<file path="src/rtl/instr_fetch_unit_if.sv">
// Instruction-memory read bus between the fetch unit and instruction memory.
//   imem_req    fetch unit -> memory  read request, held until imem_ack
//   imem_addr   fetch unit -> memory  read address (valid while imem_req)
//   imem_ack    memory -> fetch unit  read complete this cycle
//   imem_rdata  memory -> fetch unit  instruction word, qualified by imem_ack
//   imem_err    memory -> fetch unit  bus error, qualified by imem_ack
// master: fetch-unit side; slave: memory side.
interface instr_fetch_unit_if;
  logic        imem_req;
  logic [31:0] imem_addr;
  logic        imem_ack;
  logic [31:0] imem_rdata;
  logic        imem_err;

  modport master (
    output imem_req,
    output imem_addr,
    input  imem_ack,
    input  imem_rdata,
    input  imem_err
  );

  modport slave (
    input  imem_req,
    input  imem_addr,
    output imem_ack,
    output imem_rdata,
    output imem_err
  );
endinterface

</file>
<file path="src/rtl/instr_fetch_unit.sv">
// Fetch stage for the multicycle core. Owns PC and instruction register,
// issues one instruction-memory read per fetch_en over a req/ack handshake,
// and loads the next PC on pc_update according to pc_select.
// Ports:
//   clk          rising-edge clock
//   rst          synchronous reset, active-low
//   fetch_en     start a fetch at the current pc
//   pc_update    1-cycle pulse: load next pc per pc_select
//   pc_select    0=alu_out 1=pc+4 2=RESET_VECTOR 3=hold
//   alu_out      branch/jump target
//   imem         instruction-memory bus (master side)
//   instruction  instruction register
//   instr_valid  IR holds a valid word for the current pc
//   pc           current PC
//   pc_plus4     pc + 4, combinational
//   fetch_busy   fetch in progress
//   fetch_fault  sticky fault flag
//   fault_cause  0=none 1=bus error 2=timeout 3=misaligned pc
module instr_fetch_unit #(
  parameter logic [31:0] RESET_VECTOR = 32'h0100_0000,
  parameter int unsigned TIMEOUT      = 16
) (
  input  logic                       clk,
  input  logic                       rst,
  input  logic                       fetch_en,
  input  logic                       pc_update,
  input  logic [1:0]                 pc_select,
  input  logic [31:0]                alu_out,
  instr_fetch_unit_if.master         imem,
  output logic [31:0]                instruction,
  output logic                       instr_valid,
  output logic [31:0]                pc,
  output logic [31:0]                pc_plus4,
  output logic                       fetch_busy,
  output logic                       fetch_fault,
  output logic [1:0]                 fault_cause
);

  localparam int unsigned CW      = (TIMEOUT > 1) ? $clog2(TIMEOUT) : 1;
  localparam logic [31:0] NOP     = 32'h0000_0013;
  localparam logic [CW-1:0] CNT_LAST = CW'(TIMEOUT - 1);

  typedef enum logic [1:0] {IDLE, REQ, FAULT} state_t;

  state_t        state, state_nx;
  logic [31:0]   pc_q, pc_nx;
  logic [31:0]   ir_q, ir_nx;
  logic [31:0]   addr_q, addr_nx;
  logic          valid_q, valid_nx;
  logic          req_q, req_nx;
  logic          fault_q, fault_nx;
  logic [1:0]    cause_q, cause_nx;
  logic [CW-1:0] cnt_q, cnt_nx;
  logic [31:0]   pc_inc;
  logic [31:0]   next_pc;

  assign pc_inc = pc_q + 32'd4;

  always_comb begin
    next_pc = pc_q;
    case (pc_select)
      2'd0:    next_pc = alu_out;
      2'd1:    next_pc = pc_inc;
      2'd2:    next_pc = RESET_VECTOR;
      default: next_pc = pc_q;
    endcase
  end

  always_comb begin
    state_nx = state;
    pc_nx    = pc_q;
    ir_nx    = ir_q;
    addr_nx  = addr_q;
    valid_nx = valid_q;
    req_nx   = req_q;
    fault_nx = fault_q;
    cause_nx = cause_q;
    cnt_nx   = cnt_q;
    case (state)
      IDLE: begin
        if (pc_update) begin
          pc_nx    = next_pc;
          valid_nx = 1'b0;
        end else if (fetch_en) begin
          if (pc_q[1:0] != 2'b00) begin
            state_nx = FAULT;
            fault_nx = 1'b1;
            cause_nx = 2'd3;
            valid_nx = 1'b0;
          end else begin
            // instr_valid is left as-is: a refetch keeps the old word valid until capture
            state_nx = REQ;
            req_nx   = 1'b1;
            addr_nx  = pc_q;
            cnt_nx   = '0;
          end
        end
      end
      REQ: begin
        if (imem.imem_ack) begin
          req_nx = 1'b0;
          if (imem.imem_err) begin
            state_nx = FAULT;
            valid_nx = 1'b0;
            fault_nx = 1'b1;
            cause_nx = 2'd1;
          end else begin
            state_nx = IDLE;
            ir_nx    = imem.imem_rdata;
            valid_nx = 1'b1;
          end
        end else if (cnt_q == CNT_LAST) begin
          state_nx = FAULT;
          req_nx   = 1'b0;
          valid_nx = 1'b0;
          fault_nx = 1'b1;
          cause_nx = 2'd2;
        end else begin
          cnt_nx = cnt_q + 1'b1;
        end
      end
      FAULT: begin
        if (pc_update && (pc_select == 2'd2)) begin
          state_nx = IDLE;
          pc_nx    = RESET_VECTOR;
          fault_nx = 1'b0;
          cause_nx = 2'd0;
        end
      end
      default: state_nx = IDLE;
    endcase
  end

  always_ff @(posedge clk) begin
    if (!rst) begin
      state   <= IDLE;
      pc_q    <= RESET_VECTOR;
      ir_q    <= NOP;
      addr_q  <= '0;
      valid_q <= 1'b0;
      req_q   <= 1'b0;
      fault_q <= 1'b0;
      cause_q <= 2'd0;
      cnt_q   <= '0;
    end else begin
      state   <= state_nx;
      pc_q    <= pc_nx;
      ir_q    <= ir_nx;
      addr_q  <= addr_nx;
      valid_q <= valid_nx;
      req_q   <= req_nx;
      fault_q <= fault_nx;
      cause_q <= cause_nx;
      cnt_q   <= cnt_nx;
    end
  end

  assign imem.imem_req  = req_q;
  assign imem.imem_addr = addr_q;
  assign instruction    = ir_q;
  assign instr_valid    = valid_q;
  assign pc             = pc_q;
  assign pc_plus4       = pc_inc;
  assign fetch_busy     = req_q;
  assign fetch_fault    = fault_q;
  assign fault_cause    = cause_q;

endmodule

</file>
<file path="src/flat_wrapper.sv">
// flat-port wrapper written by rule: the top's interface ports become plain ports
module instr_fetch_unit_flat 
#(
  parameter logic [31:0] RESET_VECTOR = 32'h0100_0000,
  parameter int unsigned TIMEOUT      = 16
)
  (clk, rst, fetch_en, pc_update, pc_select, alu_out, instruction, instr_valid, pc, pc_plus4, fetch_busy, fetch_fault, fault_cause, imem_imem_req, imem_imem_addr, imem_imem_ack, imem_imem_rdata, imem_imem_err);
  instr_fetch_unit_if imem_i ();
  input  logic clk;
  input  logic rst;
  input  logic fetch_en;
  input  logic pc_update;
  input  logic [1:0] pc_select;
  input  logic [31:0] alu_out;
  output logic [31:0] instruction;
  output logic instr_valid;
  output logic [31:0] pc;
  output logic [31:0] pc_plus4;
  output logic fetch_busy;
  output logic fetch_fault;
  output logic [1:0] fault_cause;
  output wire logic [$bits(imem_i.imem_req)-1:0] imem_imem_req;
  output wire logic [$bits(imem_i.imem_addr)-1:0] imem_imem_addr;
  input wire logic [$bits(imem_i.imem_ack)-1:0] imem_imem_ack;
  input wire logic [$bits(imem_i.imem_rdata)-1:0] imem_imem_rdata;
  input wire logic [$bits(imem_i.imem_err)-1:0] imem_imem_err;
  assign imem_imem_req = imem_i.imem_req;
  assign imem_imem_addr = imem_i.imem_addr;
  assign imem_i.imem_ack = imem_imem_ack;
  assign imem_i.imem_rdata = imem_imem_rdata;
  assign imem_i.imem_err = imem_imem_err;
  instr_fetch_unit #(.RESET_VECTOR(RESET_VECTOR), .TIMEOUT(TIMEOUT)) u_core (.clk(clk), .rst(rst), .fetch_en(fetch_en), .pc_update(pc_update), .pc_select(pc_select), .alu_out(alu_out), .imem(imem_i), .instruction(instruction), .instr_valid(instr_valid), .pc(pc), .pc_plus4(pc_plus4), .fetch_busy(fetch_busy), .fetch_fault(fetch_fault), .fault_cause(fault_cause));
endmodule
</file>
<file path="config.mk">
export PLATFORM = sky130hd
export DESIGN_NAME = instr_fetch_unit_flat
export DESIGN_NICKNAME = d
export VERILOG_FILES = /design/src/rtl/instr_fetch_unit_if.sv /design/src/rtl/instr_fetch_unit.sv /design/src/flat_wrapper.sv
export SDC_FILE = /design/constraint.sdc
export NUM_CORES = 1
export LEC_CHECK = 0
export CELL_PAD_IN_SITES_DETAIL_PLACEMENT = 0
export CELL_PAD_IN_SITES_GLOBAL_PLACEMENT = 1
export CORE_UTILIZATION = 33
export DETAILED_ROUTE_END_ITERATION = 16
export HOLD_SLACK_MARGIN = 0.08
export PLACE_DENSITY = 0.84
export SLEW_MARGIN = 20
export SYNTH_ARGS = -nofsm -noshare
export SYNTH_HDL_FRONTEND = slang
export SYNTH_SLANG_ARGS = --single-unit
</file>
<file path="constraint.sdc">
create_clock -name clk -period 3 [get_ports clk]
set_clock_uncertainty 0.1 [all_clocks]
set_input_delay 0.3 -clock clk [delete_from_list [all_inputs] [get_ports clk]]
set_output_delay 0.3 -clock clk [all_outputs]
set_load 0.03 [all_outputs]
</file>
==> flow_metrics.env <==
export IMPL_numClockSinks=107
export IMPL_ys_async_sr_fraction=0
export IMPL_dp_hpwl_um=13600
export IMPL_wl_met2_um=8560
export IMPL_num_rows=45
export IMPL_nets=931
export IMPL_dieWidth_um=127
export IMPL_tns_ns=0
export IMPL_worstPathRequired_ns=2.60
export IMPL_vias_per_cell=5.25
export IMPL_slew_viol_final=0
export IMPL_top_layer_used="met4"
export IMPL_yosys_top_cells_area="dfxtp_1 41%, nand2_1 12%, a21oi_1 6.6%"
export IMPL_insertion_delay_ns=0.36
export IMPL_firstDrtPassIters=5
export IMPL_io_pins=206
export IMPL_combPwrFrac=0.337
export IMPL_final_area_um2=7990
export IMPL_pwr_share_clk=0.304
export IMPL_syn_to_final_growth_pct=53.8
export IMPL_clk_pin_slew_ns=0.07
export IMPL_tritoncts="yes"
export IMPL_worstSetupStartpointType="flop"
export IMPL_place_gp_congestion=0.893
export IMPL_core_area_um2=15300
export IMPL_rsz0062_at_grt="no"
export IMPL_synth_edff_count=0
export IMPL_drt_iter0_drc=327
export IMPL_die_area_um2=16200
export IMPL_root_buffer="clkbuf_16"
export IMPL_synthDistinctLibCells=68
export IMPL_min_period_ns=2.86
export IMPL_synth_top_cell_area_share=0.412
export IMPL_avgSynthCellArea_um2=7.99
export IMPL_synthCells=650
export IMPL_portBuffers=205
export IMPL_wl_um=18600
export IMPL_synth_commonest_cells="161 x nand2_1, 107 x dfxtp_1, 68 x a21oi_1"
export IMPL_worst_slew_pin_slew_ns=0.634
export IMPL_p_sw_mw=1.56
export IMPL_relSlewSlack=0.575
export IMPL_postRouteAntennaNets=0
export IMPL_power_frac_seq=0.360
export IMPL_syn_area_um2=5190
export IMPL_avgRoutedWirePerCell_um=17.4
export IMPL_grt_max_degree=44
export IMPL_outcome="complete, no violations"
export IMPL_ys_flop_type="dfxtp_1"
export IMPL_p_sw_frac=0.344
export IMPL_antenna_found_initial=1
export IMPL_final_util=0.523
export IMPL_synth_seq_area_share=0.412
export IMPL_syn_nets=730
export IMPL_critPathMaxFanout=8
export IMPL_endpoint_kind="primary output"
export IMPL_yosysTopAreaCell="dfxtp_1"
export IMPL_initial_core_util=0.340
export IMPL_met1_length_um=7610
export IMPL_ys_warn_count=0
export IMPL_ys_ff_latch=107
export IMPL_cp_arrival_ns=2.46
export IMPL_max_cap_violations=0
export IMPL_yosysMostFrequentCell="nand2_1"
export IMPL_grt_usage=0.232
export IMPL_leakagePower_nw=3.12
export IMPL_dpl_instance_area_um2=7570
export IMPL_clock_path_buffers=2
export IMPL_drive_gt1_frac=0.110
export IMPL_htreeDepth=3
export IMPL_grt_overflow=0
export IMPL_ir_drop_uv=392
export IMPL_max_freq_ghz=0.350
export IMPL_powerDensity_nw_per_um2=569
export IMPL_critPathKind="flop to primary output"
export IMPL_grt_pass1_wl_um=29100
export IMPL_hold_viol_final=0
export IMPL_vias=5603
export IMPL_wl_met3_um=1970
export IMPL_internal_power_mw=2.98
export IMPL_finalSetupViolCount=0
export IMPL_fp_dieH_um=127
export IMPL_hp_class="flop to flop"
export IMPL_drcViolationCount=0
export IMPL_grt_pass1_vias=5418
export IMPL_cts_inserted_buffers=9
export IMPL_finalCritPeriodShare=0.953
## power groups by stage
stage               clock [mW]  combinational [mW]  sequential (mW)
global placement             0                1.51             1.66
global route              1.48                1.64             1.65
floorplan                    0               0.706             1.83
CTS                       1.41                1.53             1.63
finish                    1.38                1.53             1.63
detailed placement           0                1.53             1.66
## logic make-up (layout without fill, tap and decap cells)
kind of cell,after synthesis,after routing,share of synthesized area
other,0,1,0
adder cells (fa/ha/maj),8,8,0.0193
XOR/XNOR,30,30,0.0506
AND/OR/NAND/NOR,277,277,0.256
flip-flops,107,107,0.412
multiplexers,6,6,0.0116
AO/OA/AOI/OAI,155,155,0.192
buffers and inverters,67,273,0.0576
## cell usage in the layout, fill, tap and decap left out, types with 6 or more instances in the layout
master,n
clkdlybuf4s50_1,185
nand2_1,161
dfxtp_1,104
a21oi_1,68
buf_4,38
nor2_1,29
nand3_1,19
xnor2_1,17
o21ai_0,17
and3_1,14
inv_1,13
xor2_1,12
a32o_1,12
nand4_1,10
a31oi_1,10
clkbuf_16,9
dlymetal6s2s_1,9
a22o_1,7
a22oi_1,7
ha_1,7
mux2i_1,6
## worst paths after layout
path	start	endpoint	slack [ns]	depth (start not counted)
worst max-delay path	u_core.pc[16]	pc_plus4[21]	0.14	5
worst max register to register	u_core.pc[3]	u_core.pc[30]	0.61	8
worst min register to register	u_core.instruction[10]	u_core.instruction[10]	0.36	2
worst min-delay path	u_core.instruction[10]	u_core.instruction[10]	0.36	2
## per-stage QoR
step | total power, mW | setup WS, ns | instances | hold WS, ns
after floorplan | 2.54 | 0.317 | 650 | 0.324
after global placement | 3.17 | 0.317 | 1048 | 0.342
after detailed placement | 3.19 | 0.287 | 1048 | 0.349
after CTS | 4.57 | 0.0000562 | 1066 | 0.359
after global routing | 4.76 | 0.00224 | 1067 | 0.372
final | 4.54 | 0.141 | 1068 | 0.356
## area by class of cell
type                    instances  area, um2
repair buffers                242       2390
clock inverters                 3       67.6
inverters                      15       56.3
fillers                      1432       7270
flip-flops and latches        107       2150
diodes                          1       2.50
well taps                     211        264
multi-input cells             476       2780
clock buffers                  13        280
## layer usage
| metal | GRT usage | up-vias |
|---|---|---|
| met1 | 0.285 | 2628 |
| met2 | 0.365 | 281 |
| met4 | 0.102 | 0 |
| met3 | 0.0812 | 30 |
| met5 | 0 | - |
| li1 | - | 2664 |
## worst max-delay path, stage by stage, from the launching register on
cell,delay [ns]
dfxtp_1,0.52
nand4_1,0.25
nor2_4,0.27
nand3_1,0.19
xnor2_1,0.17
clkdlybuf4s50_1,0.70
## registers in the layout, summed over array words and instances (netlist names)
name	flops
u_core.pc	32
u_core.cnt_q	4
u_core.fetch_busy	1
u_core.fetch_fault	1
u_core.fault_cause	2
u_core.state	2
u_core.instr_valid	1
u_core.imem.imem_addr	32
u_core.instruction	32
## timing repair
item,in CTS,in global routing
buffers inserted,2,1
hold buffers,0,0
pin swaps,1,1
endpoints found under the setup margin,7,12
gates resized for setup,6,15
No activity file was read; power rests on OpenSTA's default activity.
